`src/rtl/disp_scan_ctrl.sv`:
```
`default_nettype none
// +--------------------------------------------------------------------------+
// | disp_scan_ctrl: steps a display index through IM/RF/ALU/DM and fetches   |
// | each word over the shared debug read port.            Rev 1.0            |
// +--------------------------------------------------------------------------+
module disp_scan_ctrl #(
  parameter int IM_DEPTH    = 64,
  parameter int RF_DEPTH    = 32,
  parameter int DM_DEPTH    = 16,
  parameter int ALU_FIELDS  = 4,
  parameter int GNT_TIMEOUT = 15
) (
  input  logic        clk,
  input  logic        rstn,
  input  logic        tick,
  input  logic [3:0]  view_sel,
  input  logic        freeze,
  output logic [1:0]  src_sel,
  output logic [5:0]  src_addr,
  output logic        rd_req,
  input  logic        rd_gnt,
  input  logic [31:0] rd_data,
  output logic [31:0] disp_data,
  output logic        disp_valid,
  output logic        busy
);

  localparam int             TO_W     = $clog2(GNT_TIMEOUT + 1);
  localparam logic [5:0]     IM_LAST  = 6'(IM_DEPTH - 1);
  localparam logic [5:0]     RF_LAST  = 6'(RF_DEPTH - 1);
  localparam logic [5:0]     ALU_LAST = 6'(ALU_FIELDS - 1);
  localparam logic [5:0]     DM_SENT  = 6'(DM_DEPTH);
  localparam logic [TO_W-1:0] TO_LAST = TO_W'(GNT_TIMEOUT - 1);
  localparam logic [1:0]     V_IM     = 2'd0;
  localparam logic [1:0]     V_RF     = 2'd1;
  localparam logic [1:0]     V_ALU    = 2'd2;
  localparam logic [1:0]     V_DM     = 2'd3;
  localparam logic [31:0]    SENTINEL = 32'hFFFF_FFFF;
  localparam logic [31:0]    TIMEOUT_WORD = 32'hDEAD_DEAD;

  typedef enum logic [1:0] {IDLE = 2'd0, REQ = 2'd1, SENT = 2'd2} state_t;

  state_t            state, state_nxt;
  logic [1:0]        view, view_nxt;
  logic [1:0]        sel_q, sel_dec;
  logic [5:0]        idx, idx_nxt, idx_adv;
  logic              load_pend, load_nxt;
  logic [TO_W-1:0]   to_cnt, cnt_nxt;
  logic [31:0]       data_nxt;
  logic              valid_nxt;

  // Zero-hot and multi-hot selections fall back to the instruction ROM.
  always_comb begin
    sel_dec = V_IM;
    unique case (view_sel)
      4'b1000: sel_dec = V_IM;
      4'b0100: sel_dec = V_RF;
      4'b0010: sel_dec = V_ALU;
      4'b0001: sel_dec = V_DM;
      default: sel_dec = V_IM;
    endcase
  end

  always_comb begin
    idx_adv = idx + 6'd1;
    unique case (view)
      V_IM:    if (idx == IM_LAST)  idx_adv = 6'd0;
      V_RF:    if (idx == RF_LAST)  idx_adv = 6'd0;
      V_ALU:   if (idx == ALU_LAST) idx_adv = 6'd0;
      V_DM:    if (idx == DM_SENT)  idx_adv = 6'd0;
      default: idx_adv = 6'd0;
    endcase
  end

  always_comb begin
    state_nxt = state;
    view_nxt  = view;
    idx_nxt   = idx;
    load_nxt  = load_pend;
    cnt_nxt   = to_cnt;
    data_nxt  = disp_data;
    valid_nxt = 1'b0;
    unique case (state)
      IDLE: begin
        if (load_pend) begin
          load_nxt  = 1'b0;
          cnt_nxt   = '0;
          state_nxt = REQ;
        end else if (sel_q != view) begin
          // A pending view change outranks a same-cycle tick.
          view_nxt = sel_q;
          idx_nxt  = 6'd0;
          load_nxt = 1'b1;
        end else if (tick && !freeze) begin
          idx_nxt = idx_adv;
          if (view == V_DM && idx_adv == DM_SENT) begin
            data_nxt  = SENTINEL;
            valid_nxt = 1'b1;
            state_nxt = SENT;
          end else begin
            cnt_nxt   = '0;
            state_nxt = REQ;
          end
        end
      end
      REQ: begin
        if (rd_gnt) begin
          data_nxt  = rd_data;
          valid_nxt = 1'b1;
          state_nxt = IDLE;
        end else if (to_cnt == TO_LAST) begin
          data_nxt  = TIMEOUT_WORD;
          valid_nxt = 1'b1;
          state_nxt = IDLE;
        end else begin
          cnt_nxt = to_cnt + TO_W'(1);
        end
      end
      SENT:    state_nxt = IDLE;
      default: state_nxt = IDLE;
    endcase
  end

  always_ff @(posedge clk or negedge rstn) begin
    if (!rstn) begin
      state      <= IDLE;
      view       <= V_IM;
      sel_q      <= V_IM;
      idx        <= 6'd0;
      load_pend  <= 1'b1;
      to_cnt     <= '0;
      disp_data  <= 32'd0;
      disp_valid <= 1'b0;
    end else begin
      state      <= state_nxt;
      view       <= view_nxt;
      sel_q      <= sel_dec;
      idx        <= idx_nxt;
      load_pend  <= load_nxt;
      to_cnt     <= cnt_nxt;
      disp_data  <= data_nxt;
      disp_valid <= valid_nxt;
    end
  end

  assign rd_req   = (state == REQ);
  assign busy     = (state != IDLE);
  assign src_sel  = view;
  assign src_addr = idx;

endmodule
`default_nettype wire

```
`config.mk`:
```
export PLATFORM = sky130hd
export DESIGN_NAME = disp_scan_ctrl
export DESIGN_NICKNAME = d
export VERILOG_FILES = /design/src/rtl/disp_scan_ctrl.sv
export SDC_FILE = /design/constraint.sdc
export NUM_CORES = 1
export LEC_CHECK = 0
export BUFFER_PORTS_ARGS = -buffer_cell sky130_fd_sc_hd__buf_2
export CORE_MARGIN = 5
export CORE_UTILIZATION = 44
export DETAILED_ROUTE_END_ITERATION = 8
export PLACE_DENSITY = 0.76
export SYNTH_ARGS = -nofsm -noshare
export SYNTH_HDL_FRONTEND = slang
export SYNTH_SLANG_ARGS = --single-unit
```
`constraint.sdc`:
```
create_clock -name clk -period 2.15 [get_ports clk]
set_clock_uncertainty 0.15 [all_clocks]
set_input_delay 0.3225 -clock clk [delete_from_list [all_inputs] [get_ports clk]]
set_output_delay 0.3225 -clock clk [all_outputs]
set_load 0.01 [all_outputs]
```
Word-level counts from Yosys, hierarchy flattened
Index checks and enable logic that the tools add are counted.
W data, S select, Z words.
{"block": "word_totals", "register_bits": 50, "out_inout_bits": 43, "word_cells": 86}
{"block": "op_classes", "n_addsub": 2, "n_eq_ne": 24, "muxes": 38, "bitwise": 1, "n_reduce_logical": 13}
{"op": "$mux W32", "count": 6}
{"op": "$pmux W32 S2", "count": 1}
{"op": "$mux W6", "count": 6}
{"op": "$mux W4", "count": 6}
{"op": "$pmux W6 S4", "count": 1}
{"op": "$eq A6 B5 Y1 const B", "count": 3}
{"op": "$mux W2", "count": 6}
{"op": "$ne A2 B2 Y1 const B", "count": 6}
{"op": "$reduce_and A6 Y1", "count": 2}
{"op": "$ne A3 B3 Y1 const B", "count": 3}
{"op": "$reduce_and A3 Y1", "count": 3}
{"op": "$mux W1", "count": 8}
{"op": "$pmux W4 S2", "count": 1}
{"op": "$add A6 B1 Y6 const B", "count": 1}
{"op": "$eq A6 B2 Y1 const B", "count": 1}
{"op": "$eq A6 B6 Y1 const B", "count": 1}
{"op": "$pmux W2 S3", "count": 1}
{"op": "$reduce_bool A2 Y1", "count": 3}
{"op": "$add A4 B1 Y4 const B", "count": 1}
{"op": "$eq A2 B1 Y1 const B", "count": 2}
{"op": "$eq A2 B2 Y1 const B", "count": 2}
{"op": "$eq A4 B1 Y1 const B", "count": 1}
{"op": "$eq A4 B2 Y1 const B", "count": 1}
{"op": "$eq A4 B3 Y1 const B", "count": 1}
{"op": "9 further kinds", "count": 11}

Logic depth before layout (Yosys ltp)
Gate-level depths: netlist of the first run.
{"block": "depth", "ltp_word": 10, "depth_mapped": 9, "mapped_depth_nobuf": 8}

Least setup slack after synthesis of the first run
OpenSTA, ideal clock, no wires.
{"block": "synth_path", "path_type": "register to register", "from": "register idx[1] (netlist: src_addr[1])", "to": "register disp_data[0]", "setup_ps": 63, "arrival_ps": 2095, "t_required_ps": 1937, "setup_slack_ps": -158, "path_stages_with_launch": 10, "synth_period_minus_slack_ps": 2308, "cell_sequence": "dfrtp_1 > ha_1 > and3_1 > clkbuf_1 > a311o_1 > a32oi_1 > nand2_1 > o22ai_4 > buf_6 > o22a_2"}
{"block": "synth_between", "elab_chain_len": 7, "elab_cells_between_ends": 14, "classes_between": "add/sub: 1; eq/ne: 6; mux: 5; reduce/logical: 2"}
{"item": "from (decl)", "line": "46", "source": "logic [5:0] idx, idx_nxt, idx_adv;"}
{"item": "from (signal assigned)", "line": "138", "source": "idx <= idx_nxt;"}
{"item": "$add A6 B1 Y6 (tied with other cells)", "line": "65", "source": "idx_adv = idx + 6'd1;"}
{"item": "$mux W6, on equally long branches"}
{"item": "$pmux W6 S4 *", "line": "66", "source": "unique case (view)"}
{"item": "$eq A6 B5 Y1 *", "line": "96", "source": "if (view == V_DM && idx_adv == DM_SENT) begin"}
{"item": "$logic_and A1 B1 Y1 *", "line": "96"}
{"item": "$ne A2 B2 Y1 (no line) *"}
{"item": "$reduce_and A6 Y1 (no line) *"}
{"item": "to (signal assigned)", "line": "141", "source": "disp_data <= data_nxt;"}
{"item": "to (decl)", "line": "23", "source": "output logic [31:0] disp_data,"}
Mark *: on every way between the ends. The rest lies on a longest branch, timed or not.
A chain may end at the register's enable or synchronous reset.

Worst setup path after layout of the first run
{"block": "layout_path", "from": "register load_pend", "to": "register disp_data[2]"}
{"block": "layout_between", "elab_chain_len": 2}
{"item": "from (decl)", "line": "47", "source": "logic load_pend, load_nxt;"}
{"item": "from (signal assigned)", "line": "139", "source": "load_pend <= load_nxt;"}
{"item": "$ne A2 B2 Y1 (no line)"}
{"item": "$reduce_and A6 Y1 (no line)"}
Every way passes these cells.

==> Implementation_results.wiki, run 1 <==
{| class="wikitable"
! Metric !! Value
|-
| Area fraction of the dominant cell type after synthesis || 52.4%
|-
| Via total after detailed routing || 1,976
|-
| Post-Syn Instances || 201
|-
| CP Data Required Time || 2.24 ns
|-
| Fraction of registers with async set or reset after synthesis || 100%
|-
| Core Box Area || 5140 um^2
|-
| Post-synth top area cell || dfrtp_1
|-
| Max H-tree Level || 2
|-
| First-pass GRT wire length || 9700 um
|-
| Biggest area contributors in the synthesized netlist || dfrtp_1, o22a_2, a2bb2oi_2
|-
| Average vias per placed instance || 5.17
|-
| Clock sinks || 50
|-
| Cell chain of the critical path || or3_4 > or4_4 > o22ai_4 > buf_6 > buf_12 > o22a_2
|-
| Cell row count || 26
|-
| Pins over their slew limit || 0
|-
| R2r setup slk || -0.009 ns
|-
| Critical path's largest stage delay || 0.55 ns
|-
| Number of failing setup endpoints in the final timing report || 6
|-
| Final hold violation count || 0
|-
| HP Start || view_sel[3]
|-
| Latest clock arrival within the worst-skew pair || 0.30 ns
|-
| Die X || 82.9 um
|-
| Final critical path time including I/O delays and setup || 2.16 ns
|-
| Worst hold path cell count || 2
|-
| Layout Area Growth over Synthesis || 39.0%
|-
| Slew of the pin with the lowest slew margin || 0.622 ns
|-
| Number of buffers inserted during clock tree synthesis || 5
|-
| Clock tree from TritonCTS || done
|-
| Distinct cell type count of the synthesized netlist || 39
|-
| Top cell types by occurrence after synthesis || dfrtp_1, nand2_1, o22a_2, a2bb2oi_2, o21ai_0
|-
| Maximum number of pins on one net before global-route repair || 51
|-
| Netlist area before placement || 2340 um^2
|-
| Avg Cell Area, Syn || 11.6 um^2
|-
| Core Util, Final || 63.3%
|-
| WS Path Type || register to register
|-
| Post-synth top flop || dfrtp_1
|-
| Peak clock frequency supported by timing || 0.463 GHz
|-
| Root buf cell || clkbuf_8
|-
| Clock slew at reported path FFs || 0.09 ns
|-
| Max Root-Sink Buffers || 2
|-
| Number of top-level pins || 84
|-
| Failing checks || setup timing
|-
| Initial detailed-routing violation count || 75
|-
| Max VDD drop || 0.000640 V
|-
| Number of port buffers || 83
|-
| Starting utilization of the core area || 45.5%
|-
| Number of flops mapped to enable cells by yosys || 0
|-
| Worst min-delay path class || input pin to register
|-
| Register area share after synthesis || 53.5%
|-
| Total iterations of the first detailed-routing run || 4
|-
| Reg-to-reg startpoint || load_pend$_DFFE_PN1P_
|-
| Dpl hpwl || 4000 um
|-
| Status || complete, but fails checks
|-
| Number of maximum-capacitance constraint violations || 0
|-
| Slowest cell on the critical path || or4_4
|-
| Capturing element type of the critical path || register
|-
| Cell area reported after detailed placement || 2940 um^2
|-
| Number of flip-flops and latches in the synthesized netlist || 50
|-
| Power per cell area || 1290 nW/um^2
|-
| Relative slew slack || 58.6%
|-
| Count of unresolved DRC violations after routing || 0
|-
| Hold-critical path endpoint || sel_q[1]$_DFF_PN0_
|-
| Crit share post-route || 100%
|-
| Nets || 356
|-
| Final total negative setup slack || -0.0211 ns
|-
| Vias in the first global route || 2,069
|-
| Final weighted congestion in routability-driven placement || 0.848
|-
| Capturing point of the worst reg2reg path || disp_data[2]$_DFFE_PN0P_
|-
| Leakage power summed over all cells || 1.53 nW
|-
| Post-route standard cell area excluding fillers || 3250 um^2
|-
| Total Wirelength || 5660 um
|-
| Total GRT Usage || 16.8%
|-
| Data arrival at the endpoint of the critical path || 2.25 ns
|-
| Worst Path Max Fanout || 9
|-
| Vert. Die Dim || 82.9 um
|-
| Number of antenna violations at the first check in global routing || 0
|-
| Post-Syn Nets || 246
|-
| CP Launch Type || register
|-
| DR WL/cell || 14.8 um
|-
| Number of antenna repair diodes || 0
|-
| Most numerous cell in the Yosys netlist || dfrtp_1
|-
| Total Power Consumption || 4.21 mW
|-
| Count of warnings emitted by yosys || 0
|-
| Global route total overflow || 0
|-
| Unrepaired setup endpoints after global routing || true
|-
| Layout fillers || 434
|-
| Full die area || 6880 um^2
|-
| Setup slack after layout || -0.00925 ns
|-
| Proportion of layout cells with a drive suffix above 1 || 53.8%
|-
| Number of cells on the worst reg-to-reg path || 6
|-
| Count of nets left with antenna violations after detail routing || 0
|}
[worst max-delay path: cells and delay by family, from the launching register on]
family	cells	cell delay (ns)
and+or+nand+nor	2	0.96
DFF	1	0.38
AOI/OAI and AO/OA	2	0.34
buffers and inverters	2	0.28
[cell type report]
| class | instances | area, um^2 | share of cell area, % |
|---|---|---|---|
| Multi-Input combinational cell | 134 | 1060 | 32.7 |
| Sequential cell | 50 | 1260 | 38.7 |
| Timing Repair Buffer | 114 | 723 | 22.2 |
| Clock buffer | 6 | 82.6 | 2.54 |
| Inverter | 6 | 22.5 | 0.692 |
| Tap cell | 70 | 87.6 | 2.69 |
| Clock inverter | 2 | 16.3 | 0.500 |
[worst max path at each step]
stage / start / end / slack (ns) / cells after the start
finish: load_pend$_DFFE_PN1P_ / disp_data[2]$_DFFE_PN0P_ / -0.009 / 6
global route: state[1]$_DFFE_PN0P_ / disp_data[4]$_DFFE_PN0P_ / -0.08 / 6
CTS: src_addr[1]$_DFFE_PN0P_ / disp_data[8]$_DFFE_PN0P_ / -0.05 / 8
detailed placement: src_addr[2]$_DFFE_PN0P_ / disp_data[2]$_DFFE_PN0P_ / -0.09 / 7
global placement: src_addr[2]$_DFFE_PN0P_ / disp_data[26]$_DFFE_PN0P_ / -0.05 / 7
floorplan: src_addr[1]$_DFFE_PN0P_ / disp_data[0]$_DFFE_PN0P_ / -0.05 / 9
[sequential cells by signal (all words and copies together) (netlist names)]
| name | cells |
|---|---|
| to_cnt | 4 |
| sel_q | 2 |
| src_sel | 2 |
| disp_valid | 1 |
| state | 2 |
| src_addr | 6 |
| load_pend | 1 |
| disp_data | 32 |
[where the power goes]
group / internal [mW] / switching (mW)
registers: 1.34 / 0.280
logic: 1.08 / 0.927
clock network: 0.265 / 0.314
[cells in the final DEF, fill, tap and decap left out, types with 4 or more instances in the layout]
cell       instances
o22a_2            17
nand2_1           30
nor3_1             6
buf_4             24
dfrtp_2            5
dfrtp_1           44
nand3_1            7
buf_2             83
inv_1              5
o22a_1             5
nor2_1             4
o21ai_0            6
clkbuf_8           6
a2bb2oi_2         10
a21o_1             4
[layer usage]
layer  wire length, um  global-route usage [%]
met5                 0                       0
met4                87                    5.05
met3               286                    4.36
met2              2920                    29.0
met1              2360                    20.6
[through the flow]
stage / hold WS (ns) / setup WS, ns / std cells
6_report: 0.0361 / -0.00925 / 382
5_1_grt: 0.0269 / -0.0810 / 382
4_1_cts: 0.0272 / -0.0479 / 380
3_5_place_dp: 0.319 / -0.0918 / 362
3_3_place_gp: 0.311 / -0.0489 / 362
2_1_floorplan: -0.123 / -0.0466 / 201
[kinds of logic (layout without fill, tap and decap cells)]
| family | count (synthesis) | in the layout | synth area share [%] |
|---|---|---|---|
| and+or+nand+nor | 64 | 64 | 13.9 |
| AOI/OAI and AO/OA | 60 | 60 | 24.1 |
| DFF | 50 | 50 | 53.5 |
| buffers and inverters | 17 | 128 | 4.12 |
| xor gates and xnor gates | 6 | 6 | 2.25 |
| adders and majority gates | 4 | 4 | 2.14 |
[timing repair]
action / 4_1_cts / 5_1_grt
hold buffers: 1 / 0
gates cloned: 2 / 0
pin swaps: 1 / 4
resized for setup: 11 / 9
setup buffers: 8 / 2
endpoints found under the hold margin: 49 / 0
endpoints found under the setup margin: 34 / 42
No activity file was read; power rests on OpenSTA's default activity.
==> inputs of run 2 (changes only) <==
--- a/config.mk
+++ b/config.mk
@@ -10,6 +10,7 @@
 export CORE_UTILIZATION = 44
 export DETAILED_ROUTE_END_ITERATION = 8
 export PLACE_DENSITY = 0.76
+export SKIP_LAST_GASP = 1
 export SYNTH_ARGS = -nofsm -noshare
 export SYNTH_HDL_FRONTEND = slang
 export SYNTH_SLANG_ARGS = --single-unit
==> Implementation_results.wiki, run 2 (synthesis gave the netlist of run 1 again) <==
{| class="wikitable"
! Metric !! Value
|-
| Layout Area Growth over Synthesis || 41.8%
|-
| CP Data Required Time || 2.24 ns
|-
| Global route total overflow || 0
|-
| Max H-tree Level || 2
|-
| Max Root-Sink Buffers || 2
|-
| Net switching power of the design || 1.55 mW
|-
| Number of failing setup endpoints in the final timing report || 21
|-
| Initial detailed-routing violation count || 57
|-
| Cell-internal power || 2.72 mW
|-
| Crit share post-route || 101%
|-
| Capturing element type of the critical path || register
|-
| Max VDD drop || 0.000642 V
|-
| Met3 Wirelength || 279 um
|-
| Vias in the first global route || 2,066
|-
| First-pass GRT wire length || 9680 um
|-
| CP Launch Type || register
|-
| Setup slack after layout || -0.0238 ns
|-
| Worst min-delay path class || input pin to register
|-
| Die X || 82.9 um
|-
| Slew of the pin with the lowest slew margin || 0.622 ns
|-
| Number of cells on the worst reg-to-reg path || 9
|-
| Clock sinks || 50
|-
| Portion of total power attributed to the clock network || 13.6%
|-
| Nets || 360
|-
| Starting utilization of the core area || 45.5%
|-
| Dpl hpwl || 4000 um
|-
| Switching power as a share of total power || 36.3%
|-
| Maximum number of pins on one net before global-route repair || 51
|-
| Leakage power summed over all cells || 1.55 nW
|-
| Count of unresolved DRC violations after routing || 0
|-
| Power per cell area || 1290 nW/um^2
|-
| Combinational cell fraction of total power || 48.3%
|-
| Commonest non-fill, non-tap cell in the layout || buf_2
|-
| Full die area || 6880 um^2
|-
| Portion of total power attributed to sequential cells || 38.1%
|-
| Data arrival at the endpoint of the critical path || 2.27 ns
|-
| Most flops, register || disp_data
|-
| Total Power Consumption || 4.27 mW
|-
| Pins over their slew limit || 0
|-
| Relative slew slack || 58.6%
|-
| Proportion of layout cells with a drive suffix above 1 || 55.1%
|-
| Routed length on met2 || 3090 um
|-
| Number of antenna repair diodes || 0
|-
| Number of buffers inserted during clock tree synthesis || 5
|-
| Met1 routed wirelength after detailed routing || 2460 um
|-
| Unrepaired setup endpoints after global routing || true
|-
| Via total after detailed routing || 2,009
|-
| Max FFs per register || 32
|-
| Vert. Die Dim || 82.9 um
|-
| Highest Signal Layer || met4
|-
| Final weighted congestion in routability-driven placement || 0.848
|-
| DR WL/cell || 15.3 um
|-
| Average vias per placed instance || 5.20
|-
| Number of maximum-capacitance constraint violations || 0
|-
| Status || complete, but fails checks
|-
| Clock slew at reported path FFs || 0.09 ns
|-
| Peak clock frequency supported by timing || 0.460 GHz
|-
| Worst hold path cell count || 2
|-
| WS Path Type || register to register
|-
| Worst Path Max Fanout || 9
|-
| Number of port buffers || 83
|-
| Failing checks || setup timing
|-
| Clock tree from TritonCTS || done
|-
| Count of nets left with antenna violations after detail routing || 0
|-
| Total iterations of the first detailed-routing run || 4
|-
| Root buf cell || clkbuf_8
|-
| Worst hold slack || 0.0366 ns
|-
| Latest clock arrival within the worst-skew pair || 0.30 ns
|-
| Total Wirelength || 5910 um
|-
| Total GRT Usage || 16.8%
|-
| Final critical path time including I/O delays and setup || 2.17 ns
|-
| Core Box Area || 5140 um^2
|-
| Commonest cells after routing, fill and taps aside || buf_2, dfrtp_1, nand2_1
|-
| Number of antenna violations at the first check in global routing || 0
|-
| Number of top-level pins || 84
|-
| Final hold violation count || 0
|-
| Cell row count || 26
|}
-- run 2: power by group through the flow --
stage | registers, mW | clock network (mW) | logic (mW)
after CTS | 1.62 | 0.597 | 1.97
after global placement | 1.63 | 0 | 1.74
after detailed placement | 1.65 | 0 | 1.79
after global routing | 1.68 | 0.631 | 2.24
after floorplan | 1.78 | 0 | 0.951
final | 1.63 | 0.581 | 2.06
-- run 2: final timing paths --
| check | start | end | slack, ns |
|---|---|---|---|
| worst max-delay path | src_addr[0]$_DFFE_PN0P_ | disp_data[2]$_DFFE_PN0P_ | -0.02 |
| worst min-delay path | view_sel[3] | sel_q[1]$_DFF_PN0_ | 0.04 |
| worst max register to register | src_addr[0]$_DFFE_PN0P_ | disp_data[2]$_DFFE_PN0P_ | -0.02 |
| worst min register to register | sel_q[1]$_DFF_PN0_ | src_sel[1]$_DFFE_PN0P_ | 0.34 |
| max in group asynchronous | rstn | src_addr[1]$_DFFE_PN0P_ | 0.90 |
| min in group asynchronous | rstn | src_sel[1]$_DFFE_PN0P_ | 0.50 |
-- run 2: worst max-delay path, cell delays in order, from the launching register on --
cell     delay (ns)
dfrtp_2        0.44
ha_4           0.18
and3_4         0.16
a311o_1        0.28
a32oi_1        0.18
nand2_1        0.13
o22ai_4        0.17
buf_6          0.16
buf_12         0.12
o22a_2         0.15
-- run 2: final cells by class --
type | instances | area [um^2]
fill | 423 | 1820
tap | 70 | 87.6
multi-input combinational | 134 | 1080
clock inverter | 2 | 16.3
clock buffer | 6 | 82.6
timing repair buffer | 118 | 771
sequential | 50 | 1260
inverter | 6 | 22.5
-- run 2: stage by stage --
| step | area, um^2 | setup slack (ns) | util, % | cells | TNS (ns) |
|---|---|---|---|---|---|
| floorplan | 2360 | -0.0466 | - | 201 | -1.04 |
| global placement | 2940 | -0.0489 | 57.2 | 362 | -1.13 |
| detailed placement | 2940 | -0.0918 | 57.2 | 362 | -2.39 |
| CTS | 3200 | -0.0479 | 62.2 | 380 | -0.719 |
| global route | 3320 | -0.0827 | 64.6 | 386 | -1.92 |
| finish | 3320 | -0.0238 | 64.6 | 386 | -0.238 |
-- run 2: repair_timing --
| action | 4_1_cts | 5_1_grt |
|---|---|---|
| cloned | 2 | 1 |
| hold buffers | 1 | 0 |
| setup endpoints to repair | 34 | 42 |
| pin swaps | 1 | 10 |
| setup buffers | 8 | 5 |
| endpoints found under the hold margin | 49 | 0 |
| resized for setup | 9 | 15 |
-- run 2: layer usage --
metal,global-route usage (%),vias up
met2,28.9,62
met4,5.05,0
met1,20.6,974
met3,4.36,8
met5,0,-
li1,-,965
